**config.mk**
```make
export PLATFORM = sky130hd
export DESIGN_NAME = nec_bus_ctrl
export DESIGN_NICKNAME = d
export VERILOG_FILES = /design/src/rtl/nec_bus_pkg.sv /design/src/rtl/nec_sync.sv /design/src/rtl/nec_bus_ctrl.sv
export SDC_FILE = /design/constraint.sdc
export NUM_CORES = 1
export LEC_CHECK = 0
export BUFFER_PORTS_ARGS = -buffer_cell sky130_fd_sc_hd__buf_4
export CORE_MARGIN = 2
export CORE_UTILIZATION = 45
export DETAILED_ROUTE_END_ITERATION = 10
export PLACE_DENSITY = 0.75
export SYNTH_ARGS = -nofsm -noshare
export SYNTH_HDL_FRONTEND = slang
export SYNTH_SLANG_ARGS = --single-unit
```
**constraint.sdc**
```tcl
create_clock -name clk -period 1.6 [get_ports clk]
set_input_delay 0.16 -clock clk [delete_from_list [all_inputs] [get_ports clk]]
set_output_delay 0.16 -clock clk [all_outputs]
set_load 0.005 [all_outputs]
```
**src/rtl/nec_bus_pkg.sv**
```systemverilog
// Shared types and helpers for the NEC V30/V35 bus-cycle front end.
// Optional request timeout is enabled with NEC_BUS_TIMEOUT_EN in nec_bus_ctrl.
package nec_bus_pkg;

  localparam int NEC_ADDR_W = 20;

  typedef enum logic [1:0] {
    IDLE = 2'd0,
    CMD  = 2'd1,
    REQ  = 2'd2,
    HOLD = 2'd3
  } bus_state_t;

  typedef struct packed {
    logic        io;
    logic        we;
    logic [18:0] addr;
    logic [1:0]  be;
    logic [15:0] wdata;
  } mem_req_t;

  // {A0, UBEn} -> {hi, lo} byte enables; 2'b00 means no byte is addressed
  function automatic logic [1:0] be_decode(input logic a0, input logic ubn);
    logic [1:0] be;
    case ({a0, ubn})
      2'b00:   be = 2'b11;
      2'b01:   be = 2'b01;
      2'b10:   be = 2'b10;
      default: be = 2'b00;
    endcase
    return be;
  endfunction

endpackage

```
**src/rtl/nec_sync.sv**
```systemverilog
// N-bit multi-flop synchronizer with a per-bit reset value.
module nec_sync #(
  parameter int             W       = 5,
  parameter int             STAGES  = 2,
  parameter logic [W-1:0]   RST_VAL = '0
) (
  input  logic         clk_i,
  input  logic         reset_i,
  input  logic [W-1:0] d_i,
  output logic [W-1:0] q_o
);

  logic [W-1:0] stage_q [STAGES];

  // Shift chain; reset parks every stage at the inactive level
  always_ff @(posedge clk_i) begin
    if (reset_i) begin
      for (int i = 0; i < STAGES; i++) begin
        stage_q[i] <= RST_VAL;
      end
    end else begin
      stage_q[0] <= d_i;
      for (int i = 1; i < STAGES; i++) begin
        stage_q[i] <= stage_q[i-1];
      end
    end
  end

  assign q_o = stage_q[STAGES-1];

endmodule

```
**src/rtl/nec_bus_ctrl.sv**
```systemverilog
// NEC V30/V35 pin decoder: turns ASTB/RDn/WRn cycles into word-wide req/ack requests.
// Define NEC_BUS_TIMEOUT_EN to abandon stalled requests after TIMEOUT_CYCLES and flag bus_timeout.
module nec_bus_ctrl
  import nec_bus_pkg::*;
#(
  parameter int SYNC_STAGES    = 2,
  parameter int TIMEOUT_CYCLES = 1024
) (
  input  logic                  clk,
  input  logic                  reset,
  input  logic [NEC_ADDR_W-1:0] nec_ad_in,
  output logic [NEC_ADDR_W-1:0] nec_ad_out,
  output logic                  nec_ad_oe,
  input  logic                  nec_astb,
  input  logic                  nec_rdn,
  input  logic                  nec_wrn,
  input  logic                  nec_ion,
  input  logic                  nec_uben,
  output logic                  nec_ready,
  output logic                  mem_req,
  output logic                  mem_io,
  output logic                  mem_we,
  output logic [18:0]           mem_addr,
  output logic [1:0]            mem_be,
  output logic [15:0]           mem_wdata,
  input  logic                  mem_ack,
  input  logic [15:0]           mem_rdata
`ifdef NEC_BUS_TIMEOUT_EN
  ,
  output logic                  bus_timeout
`endif
);

  logic [4:0]            sync_q;
  logic                  astb_s, rdn_s, wrn_s, ion_s, ubn_s;
  logic                  astb_prev_q;
  logic                  astb_fall;
  logic [NEC_ADDR_W-1:0] addr_q;
  logic                  ubn_q;
  logic                  ion_q;
  logic [1:0]            be_d;
  bus_state_t            state_q;
  mem_req_t              req_q;

  nec_sync #(
    .W       (5),
    .STAGES  (SYNC_STAGES),
    .RST_VAL (5'b01111)
  ) u_sync (
    .clk_i   (clk),
    .reset_i (reset),
    .d_i     ({nec_astb, nec_rdn, nec_wrn, nec_ion, nec_uben}),
    .q_o     (sync_q)
  );

  assign {astb_s, rdn_s, wrn_s, ion_s, ubn_s} = sync_q;
  assign astb_fall = astb_prev_q & ~astb_s;
  assign be_d      = be_decode(addr_q[0], ubn_q);

  // Transparent address latch while the synchronized strobe is high
  always_ff @(posedge clk) begin
    if (reset) begin
      astb_prev_q <= 1'b0;
      addr_q      <= '0;
      ubn_q       <= 1'b1;
      ion_q       <= 1'b1;
    end else begin
      astb_prev_q <= astb_s;
      if (astb_s) begin
        addr_q <= nec_ad_in;
        ubn_q  <= ubn_s;
        ion_q  <= ion_s;
      end
    end
  end

`ifdef NEC_BUS_TIMEOUT_EN
  localparam int TMO_W = $clog2(TIMEOUT_CYCLES + 1);
  logic [TMO_W-1:0] tmo_q;
  logic             timeout_q;
  assign bus_timeout = timeout_q;
`endif

  // Bus-cycle FSM with all CPU-facing and request outputs registered
  always_ff @(posedge clk) begin
    if (reset) begin
      state_q    <= IDLE;
      req_q      <= '0;
      mem_req    <= 1'b0;
      nec_ready  <= 1'b1;
      nec_ad_oe  <= 1'b0;
      nec_ad_out <= '0;
`ifdef NEC_BUS_TIMEOUT_EN
      tmo_q      <= '0;
      timeout_q  <= 1'b0;
`endif
    end else begin
      case (state_q)
        IDLE: begin
          if (astb_fall) begin
            state_q   <= CMD;
            nec_ready <= 1'b0;
          end
        end
        CMD: begin
          // Write wins when both strobes are seen low together
          if (!wrn_s || !rdn_s) begin
            req_q.io   <= ~ion_q;
            req_q.we   <= ~wrn_s;
            req_q.addr <= addr_q[19:1];
            req_q.be   <= be_d;
            if (!wrn_s) begin
              req_q.wdata <= nec_ad_in[15:0];
            end
`ifdef NEC_BUS_TIMEOUT_EN
            tmo_q <= '0;
`endif
            if (be_d == 2'b00) begin
              nec_ready <= 1'b1;
              state_q   <= HOLD;
            end else begin
              mem_req <= 1'b1;
              state_q <= REQ;
            end
          end
        end
        REQ: begin
          if (mem_ack) begin
            mem_req   <= 1'b0;
            nec_ready <= 1'b1;
            state_q   <= HOLD;
            if (!req_q.we) begin
              nec_ad_oe  <= 1'b1;
              nec_ad_out <= {4'h0, mem_rdata};
            end
          end
`ifdef NEC_BUS_TIMEOUT_EN
          else if (tmo_q == TMO_W'(TIMEOUT_CYCLES - 1)) begin
            mem_req   <= 1'b0;
            nec_ready <= 1'b1;
            timeout_q <= 1'b1;
            state_q   <= HOLD;
            if (!req_q.we) begin
              nec_ad_oe  <= 1'b1;
              nec_ad_out <= {4'h0, 16'hFFFF};
            end
          end else begin
            tmo_q <= tmo_q + TMO_W'(1);
          end
`endif
        end
        HOLD: begin
          if (rdn_s && wrn_s) begin
            nec_ad_oe <= 1'b0;
            state_q   <= IDLE;
          end
        end
        default: begin
          state_q <= IDLE;
        end
      endcase
    end
  end

  assign mem_io    = req_q.io;
  assign mem_we    = req_q.we;
  assign mem_addr  = req_q.addr;
  assign mem_be    = req_q.be;
  assign mem_wdata = req_q.wdata;

endmodule

```
* Yosys cells after proc, flatten, opt, wreduce, memory -nomap -nowiden *
Memories as Yosys holds them, arrays and structs flattened.
Cells that the tools add are included.

cells by class
  add/subtract/negate cells = 0
  multiply operators = 0
  divide/modulo/power cells = 0
  $lt $le $gt $ge = 0
  equal/unequal tests = 12
  shift-type cells = 0
  muxes and demuxes = 25
  bitwise logic cells = 7
  reduce and logical (&&, ||, !) cells = 17

operators by type and width
  cell                count
  $mux 1              14
  $ne 2x2->1 const B  7
  $reduce_and 4->1    3
  $mux 5              2
  $mux 2              4
  $pmux 2 s4          1
  $eq 2x2->1 const B  3
  $logic_not 2->1     3
  $pmux 2 s3          1
  $reduce_and 3->1    2
  $reduce_and 5->1    1
  $eq 2x1->1 const B  2
  $not 1->1           4
  $pmux 1 s2          2
  $reduce_bool 2->1   2
  $pmux 1 s3          1
  $reduce_bool 3->1   1
  $logic_not 1->1     2
  $or 1x1->1          2
  $reduce_and 2->1    1
  $and 1x1->1         1
  $logic_and 1x1->1   1
  $logic_or 1x1->1    1

word-level totals
  register bits after elaboration = 83
  latch bits = 0
  RAM bits = 10
  bits in read-only memories = 0
  bits of input ports = 44
  output and inout bits = 62
  word-level logic and storage cells = 76
  memories = 1

memory list
  name            depth  width  rd ports  clocked after Yosys merged registers in  wr ports  line            RTL
  u_sync.stage_q  2      5      2         0                                        2         nec_sync.sv:13  logic [W-1:0] stage_q [STAGES];

* Logic depth before layout (Yosys ltp) *
Gate-level depths: netlist of the first run.

  word-level depth = 6
  mapped depth = 8
  depth with buffers taken out = 6

* Cells and area by module *
A second synthesis of the first run with hierarchy kept.

second synthesis, totals
  cells, all modules = 384
  area total of the unflattened synthesis = 3,384.5 um^2

modules (own cells, without submodules)
  module        times used  cells each  area an instance (um^2)  seq. area each (um^2)
  nec_bus_ctrl  1           359         3,084.2                  1,661.6
  nec_sync      1           25          300.3                    200.2

* Worst setup path after synthesis of the first run *
OpenSTA, ideal clock, no wires.

  kind = register to register
  start point = register state_q[1]
  end point = register state_q[0]
  setup time = 87 ps
  data arrival time = 1,666 ps
  data required time = 1,513 ps
  slack = -153 ps
  cell stages (with the launch flop) = 7
  path buffers = 0
  period minus slack after synthesis = 1,753 ps
  cell sequence = dfxtp_1 > inv_1 > ha_1 > and3_1 > a2111o_1 > or3_1 > o31ai_1

on the way
  word-level cells in the longest chain between the ends = 3
  elaborated cells between the ends (all ways) = 10
  classes of those cells = 7 x eq/ne; 1 x mux; 2 x reduce/logical

RTL lines
  item                                line                 RTL
  from (decl)                         nec_bus_ctrl.sv:42   bus_state_t state_q;
  from (signal assigned)              nec_bus_ctrl.sv:87   state_q <= IDLE;
  from (signal assigned)              nec_bus_ctrl.sv:101  state_q <= CMD;
  from (signal assigned)              nec_bus_ctrl.sv:120  state_q <= HOLD;
  $eq 2x1->1 (tied with other cells)  nec_bus_ctrl.sv:98   case (state_q)
  $ne 2x2->1 (no line)                -
  $reduce_and 4->1 (no line)          -

Several ways; a longest one is shown, not always the timed one.
A chain may end at the register's enable or synchronous reset.

* Final worst setup path of the first run *
Ends and elaborated chain as after synthesis.

==> results.md, run 1 <==
- Layout net count: 537
- Slowest-stage cell, CP: a2111o_1
- Site Rows: 31
- Worst Setup End Kind: flop
- Routed wire per std cell: 12.8 µm
- CP required: 1860 ps
- Initial drt markers: 97
- Yosys warning total: 0
- CP Buf/Inv Count: 1
- # setup viols final: 2
- Worst Skew: 9.37 ps
- Routed vias/inst: 4.77
- Status: finished, violations left
- Clock Tree Root: clkbuf_8
- CP peak stage delay: 410 ps
- GRT met1 Usage: 0.218
- Violated checks: negative setup slack
- Critical-path cell list: inv_4 -> ha_4 -> and3_4 -> a2111o_1 -> or3_1 -> o31ai_1
- Pwr dens: 1060 mW/mm²
- Final-report max-slew violation count: 0
- CTS sink count: 93
- Worst Path Class, Setup: reg -> reg
- CP Launch Type: flop
- XOR/XNOR Fraction of Synth Area: 0
- GRT Max-Usage Layer: met2
- Mux cell area share after synthesis: 0.0627
- Fmax: 0.612 GHz
- Max clock buf depth: 2
- Seq/Total Area, Yosys: 0.556
- Gr usage total: 0.182
- DPL Wire Length: 5330 µm
- Synth unique cells: 29
- Core Box Area: 0.00721 mm²
- Tcrit/Tclk final: 1.02
- Clk Latency, worst-skew pair: 350 ps
- CTS Buf Count: 9
- Worst min path class: in -> reg
- Simple-gate share of the synthesized area: 0.193
- GPL Wtd Cong: 0.811
- Synth Area per Inst: 8.82 µm²
- Die footprint: 0.00815 mm²
- Area fraction in compound gates after synthesis: 0.123
- P_leak: 1.87 nW
- Vias in the first global route: 2537
- Placed cell count: 569
- Crit path DAT: 1900 ps
- Die X: 90.3 µm
- Largest family of logic cells by synthesized area: simple AND/OR/NAND/NOR gates
- CTS H-Tree Depth: 3
- DRT antenna net count: 0
- Antenna diodes: 0
- Initial Util: 0.464
- PnR worst setup slack: -35.0 ps
- Share of cells above drive strength 1: 0.315
- RSZ-0062 raised after global routing: true
- Port-buffer cells: 101
- Max-cap violations: 0
- Die H: 90.3 µm
- Total congestion overflow: 0
- WL final: 7590 µm
- First-pass GRT wire length: 12000 µm
- Most common cell after layout, fill and taps aside: buf_4
- Cell Area, Synth: 0.00335 mm²
- Synth-to-layout area growth: 36.7%
- Top cells by area, synth: dfxtp_1 56%, nand2_1 12%, a21oi_1 8.5%
- Largest delay share family, worst path: simple AND/OR/NAND/NOR gates
- Remaining DRCs: 0
- GRT met3 Usage: 0.0543
- Vias: 2820
- Place WS: -39.0 ps
- Mapped Cells: 380
- Top-area cell type share of the netlist area: 0.556
- Total Power: 0.00487 W
- Yosys reg bits: 93
- Post-Synth Adder-Cell Area: 0.0224
- Hold Vio Cnt, Final: 0
- CTS tree: yes
- Largest net degree at the start of global routing: 38
- Finished Layout Cells: 591
- Clk slew on worst S/H paths: 90 ps
- Crit Path Max Fanout: 4
- Drt first pass iters: 4
- Met2 usage: 0.310
- Dominant cell type by area after synthesis: dfxtp_1
- Final min period: 1640 ps
- Highest-count cells in the layout ignoring fill and taps: 116 x buf_4, 105 x nand2_1, 91 x dfxtp_1
- Maximum VDD drop: 0.760 mV
- Initial antenna violation count: 0
- Ports: 106
[kinds of logic (layout without fill, tap and decap cells)]
| family | Yosys count | in the layout |
|---|---|---|
| fa+ha+maj | 6 | 6 |
| mux | 21 | 21 |
| flops | 93 | 93 |
| other cells | 1 | 4 |
| compound gates | 73 | 73 |
| buf+inv | 31 | 140 |
| simple gates | 155 | 155 |
[per-layer routing]
layer	wire length, µm	up-vias
li1	-	1451
met1	3310	1287
met2	3740	73
met3	456	9
met4	87	0
met5	0	-
[area by class of cell]
cell class,instances,area (µm²)
fill,634,2630
sequential,93,1870
multi-input combinational,259,1410
timing repair buffer,122,951
clock buffer,9,124
tap,99,124
clock inverter,7,96.3
inverter,2,10.0
[metrics by stage]
| step | setup TNS, ps | hold slack (ps) | area, µm² | util |
|---|---|---|---|---|
| CTS | -16.5 | 5.41 | 4570 | 0.634 |
| global route | -146 | 24.5 | 4580 | 0.635 |
| finish | -49.3 | 21.9 | 4580 | 0.635 |
| detailed placement | -39.0 | 347 | 4280 | 0.593 |
| global placement | 0 | 344 | 4280 | 0.593 |
| floorplan | 0 | 264 | 3390 | - |
[power by group]
group	switching, W	internal (W)	total [W]
clock network	0.000814	0.000889	0.00170
registers	0.0000663	0.00241	0.00248
logic	0.000317	0.000369	0.000686
[worst paths after layout]
path,start,to,slack (ps),cells after the start
max reg2reg,state_q[1]$_SDFFE_PP0P_,state_q[0]$_SDFFE_PP0P_,-40,6
max,state_q[1]$_SDFFE_PP0P_,state_q[0]$_SDFFE_PP0P_,-40,6
min,nec_astb,u_sync.stage_q[0][4]$_SDFF_PP0_,20,2
min reg2reg,u_sync.stage_q[0][1]$_SDFF_PP1_,u_sync.stage_q[0][6]$_SDFF_PP1_,420,1
[state kept, by name, summed over array words and instances, names as in the netlist]
signal,cells
state_q,2
mem_we,1
nec_ad_out,16
nec_ready,1
mem_req,1
ion_q,1
mem_addr,19
u_sync.stage_q,10
addr_q,20
mem_wdata,16
mem_io,1
astb_prev_q,1
nec_ad_oe,1
mem_be,2
ubn_q,1
[synth_stat cells]
library cell and n:
nand2b_4 1, ha_1 6, a211o_1 2, nand2_1 105, inv_1 2, nor2_1 27
a21bo_2 1, nor2b_1 8, buf_2 2, a31oi_1 2, nand2b_1 1, and2_1 1
or3_1 2, buf_4 4, and3_1 1, clkbuf_1 20, o31ai_1 1, or2_2 9
dfxtp_1 93, buf_6 1, a2111o_1 1, buf_1 2, mux2i_1 21, a311o_1 1
a21oi_1 57, conb_1 1, o21ai_0 1, a21boi_0 2, a211oi_1 5
[worst reg2reg max path, stage by stage (launching register included)]
cell and delay [ps]:
dfxtp_4 390, inv_4 50, ha_4 150, and3_4 170
a2111o_1 420, or3_1 310, o31ai_1 60
[timing repair]
| action | in CTS | in global routing |
|---|---|---|
| pin swaps | 2 | 1 |
| cloned | 0 | 0 |
| hold buffers | 4 | 0 |
| setup endpoints to repair | 2 | 18 |
| gates resized for setup | 5 | 3 |
| hold endpoints to repair | 4 | 0 |
| setup buffers | 2 | 0 |
(Power assumes the default switching activity.)
==> inputs of run 2 (changes only) <==
--- a/config.mk
+++ b/config.mk
@@ -6,10 +6,9 @@
 export NUM_CORES = 1
 export LEC_CHECK = 0
 export BUFFER_PORTS_ARGS = -buffer_cell sky130_fd_sc_hd__buf_4
-export CORE_MARGIN = 2
 export CORE_UTILIZATION = 45
 export DETAILED_ROUTE_END_ITERATION = 10
-export PLACE_DENSITY = 0.75
+export PLACE_DENSITY = 0.84
 export SYNTH_ARGS = -nofsm -noshare
 export SYNTH_HDL_FRONTEND = slang
 export SYNTH_SLANG_ARGS = --single-unit
==> results.md, run 2 (synthesis results as in run 1) <==
- Pwr dens: 1080 mW/mm² (+1.6%)
- Routed vias/inst: 4.83 (+1.2%)
- CP peak stage delay: 400 ps (about the same)
- WL final: 7870 µm (+3.7%)
- Fmax: 0.598 GHz (-2.2%)
- Ports: 106 (unchanged)
- Status: finished, violations left
- PnR worst setup slack: -72.5 ps (-37.5 ps)
- Hold path cells: 2 (unchanged)
- CTS tree: yes
- Crit path DAT: 1930 ps (+30 ps)
- Combinational power share: 0.145 (+0.004)
- Clk Latency, worst-skew pair: 350 ps (about the same)
- Maximum VDD drop: 0.623 mV (-18%)
- Clk slew on worst S/H paths: 90 ps (about the same)
- Critical-path cell list: inv_4 -> ha_4 -> and3_4 -> a2111o_1 -> or3_1 -> o31ai_1
- Site Rows: 31 (unchanged)
- Met3 routed WL: 433 µm (-5.0%)
- Final min period: 1670 ps (+37.5 ps)
- Synth-to-layout area growth: 38.0%
- Worst slew margin: 0.638
- Port-buffer cells: 101 (unchanged)
- Drt first pass iters: 4 (unchanged)
- Clk pwr share: 0.358 (+0.008)
- Largest net degree at the start of global routing: 58 (+53%)
- Violated checks: negative setup slack
- Tcrit/Tclk final: 1.05 (+0.0234)
- GPL Wtd Cong: 0.804 (-0.85%)
- Die H: 88.3 µm (-2.2%)
- Most common cell after layout, fill and taps aside: buf_4
- DPL Wire Length: 5370 µm (+0.76%)
- CTS sink count: 93 (unchanged)
- Switching Share: 0.242 (-0.00369)
- Place WS: -85.3 ps (-46.4 ps)
- Initial antenna violation count: 0 (unchanged)
- Vias in the first global route: 2570 (+1.3%)
- Slew @ Worst Pin: 543 ps
- Die X: 88.3 µm (-2.2%)
- Largest register FFs: 20 (unchanged)
- Vias: 2860 (+1.4%)
- P_leak: 1.88 nW (+0.57%)
- Most flops, register: addr_q
- RSZ-0062 raised after global routing: true
- Total congestion overflow: 0 (unchanged)
- First-pass GRT wire length: 12100 µm (about the same)
- Die footprint: 0.00780 mm² (-4.4%)
- Max Used Layer: met4
- Remaining DRCs: 0 (unchanged)
- Share of cells above drive strength 1: 0.316 (+0.00139)
- Final-report max-slew violation count: 0 (unchanged)
- Max-cap violations: 0 (unchanged)
- Worst Setup End Kind: flop
- Initial Util: 0.464 (unchanged)
- Met1 WL: 3480 µm (+5.3%)
- Worst reg2reg path depth: 6 (unchanged)
- CP Launch Type: flop
- Register share of total power: 0.497 (-0.012)
- Final TNS setup: -72.5 ps (-23.2 ps)
- Fill count: 610 (-3.8%)
- Hold Vio Cnt, Final: 0 (unchanged)
- # setup viols final: 1 (-1)
- Gr usage total: 0.203 (+0.0211)
- Layout net count: 539 (+0.37%)
- Max clock buf depth: 2 (unchanged)
- DR WL met2: 3870 µm (+3.4%)
- Worst min path class: in -> reg
- Total Power: 0.00499 W (+2.6%)
- Clock Tree Root: clkbuf_8
- DRT antenna net count: 0 (unchanged)
- Initial drt markers: 64 (-34%)
- Net Switching: 0.00121 W (+1.1%)
- Core Box Area: 0.00721 mm² (unchanged)
- Crit Path Max Fanout: 4 (unchanged)
- CTS Buf Count: 9 (unchanged)
- Slowest-stage cell, CP: a2111o_1
- Antenna diodes: 0 (unchanged)
- Pint: 0.00378 W (+3.1%)
- CP required: 1860 ps (about the same)
- CTS H-Tree Depth: 3 (unchanged)
- Worst Path Class, Setup: reg -> reg
- Highest-count cells in the layout ignoring fill and taps: 116 x buf_4, 105 x nand2_1, 91 x dfxtp_1
- Worst Skew: 8.91 ps (-0.458 ps)
- Routed wire per std cell: 13.3 µm (+3.6%)
run 2: worst paths after layout:
path	endpoint	slack, ps	startpoint
min reg2reg	u_sync.stage_q[0][5]$_SDFF_PP1_	420	u_sync.stage_q[0][0]$_SDFF_PP1_
max reg2reg	state_q[0]$_SDFFE_PP0P_	-70	state_q[1]$_SDFFE_PP0P_
max	state_q[0]$_SDFFE_PP0P_	-70	state_q[1]$_SDFFE_PP0P_
min	u_sync.stage_q[0][4]$_SDFF_PP0_	20	nec_astb
run 2: stage by stage:
| stage | instances | util | cell area, µm² | hold slack, ps |
|---|---|---|---|---|
| 2_1_floorplan | 383 | - | 3390 | 264 |
| 3_3_place_gp | 568 | 0.592 | 4270 | 346 |
| 3_5_place_dp | 568 | 0.592 | 4270 | 348 |
| 4_1_cts | 590 | 0.637 | 4600 | 3.84 |
| 5_1_grt | 592 | 0.641 | 4620 | 18.8 |
| 6_report | 592 | 0.641 | 4620 | 15.7 |
run 2: final cells by class:
class	instances	area, µm²	share of cell area
multi-input combinational	259	1420	0.306
tap	99	124	0.0268
timing repair buffer	124	973	0.210
clock inverter	4	78.8	0.0170
sequential	93	1870	0.404
clock buffer	11	153	0.0330
inverter	2	10.0	0.00216
run 2: layer usage:
| metal | GRT usage | vias to the layer above |
|---|---|---|
| met5 | 0 | - |
| li1 | - | 1450 |
| met1 | 0.247 | 1314 |
| met3 | 0.0522 | 10 |
| met2 | 0.346 | 86 |
| met4 | 0.0748 | 0 |
run 2: power groups by stage:
stage          registers [W]  logic [W]  clock network, W
3_5_place_dp         0.00253   0.000628                 0
5_1_grt              0.00249   0.000783           0.00192
3_3_place_gp         0.00252   0.000611                 0
6_report             0.00248   0.000724           0.00179
2_1_floorplan        0.00252   0.000343                 0
4_1_cts              0.00248   0.000691           0.00182
run 2: repair_timing:
| action | CTS | global route |
|---|---|---|
| hold buffers | 4 | 0 |
| buffers inserted | 3 | 2 |
| resized for setup | 9 | 4 |
| setup endpoints to repair | 1 | 39 |
| hold endpoints to repair | 4 | 0 |
| pin swaps | 3 | 2 |
run 2: critical path: cells and delay by family, from the launching register on:
family	cells	cell delay (ps)
AO/OA/AOI/OAI	2	480
adder cells (fa/ha/maj)	1	150
buffers and inverters	1	50
flip-flops	1	390
AND/OR/NAND/NOR	2	500
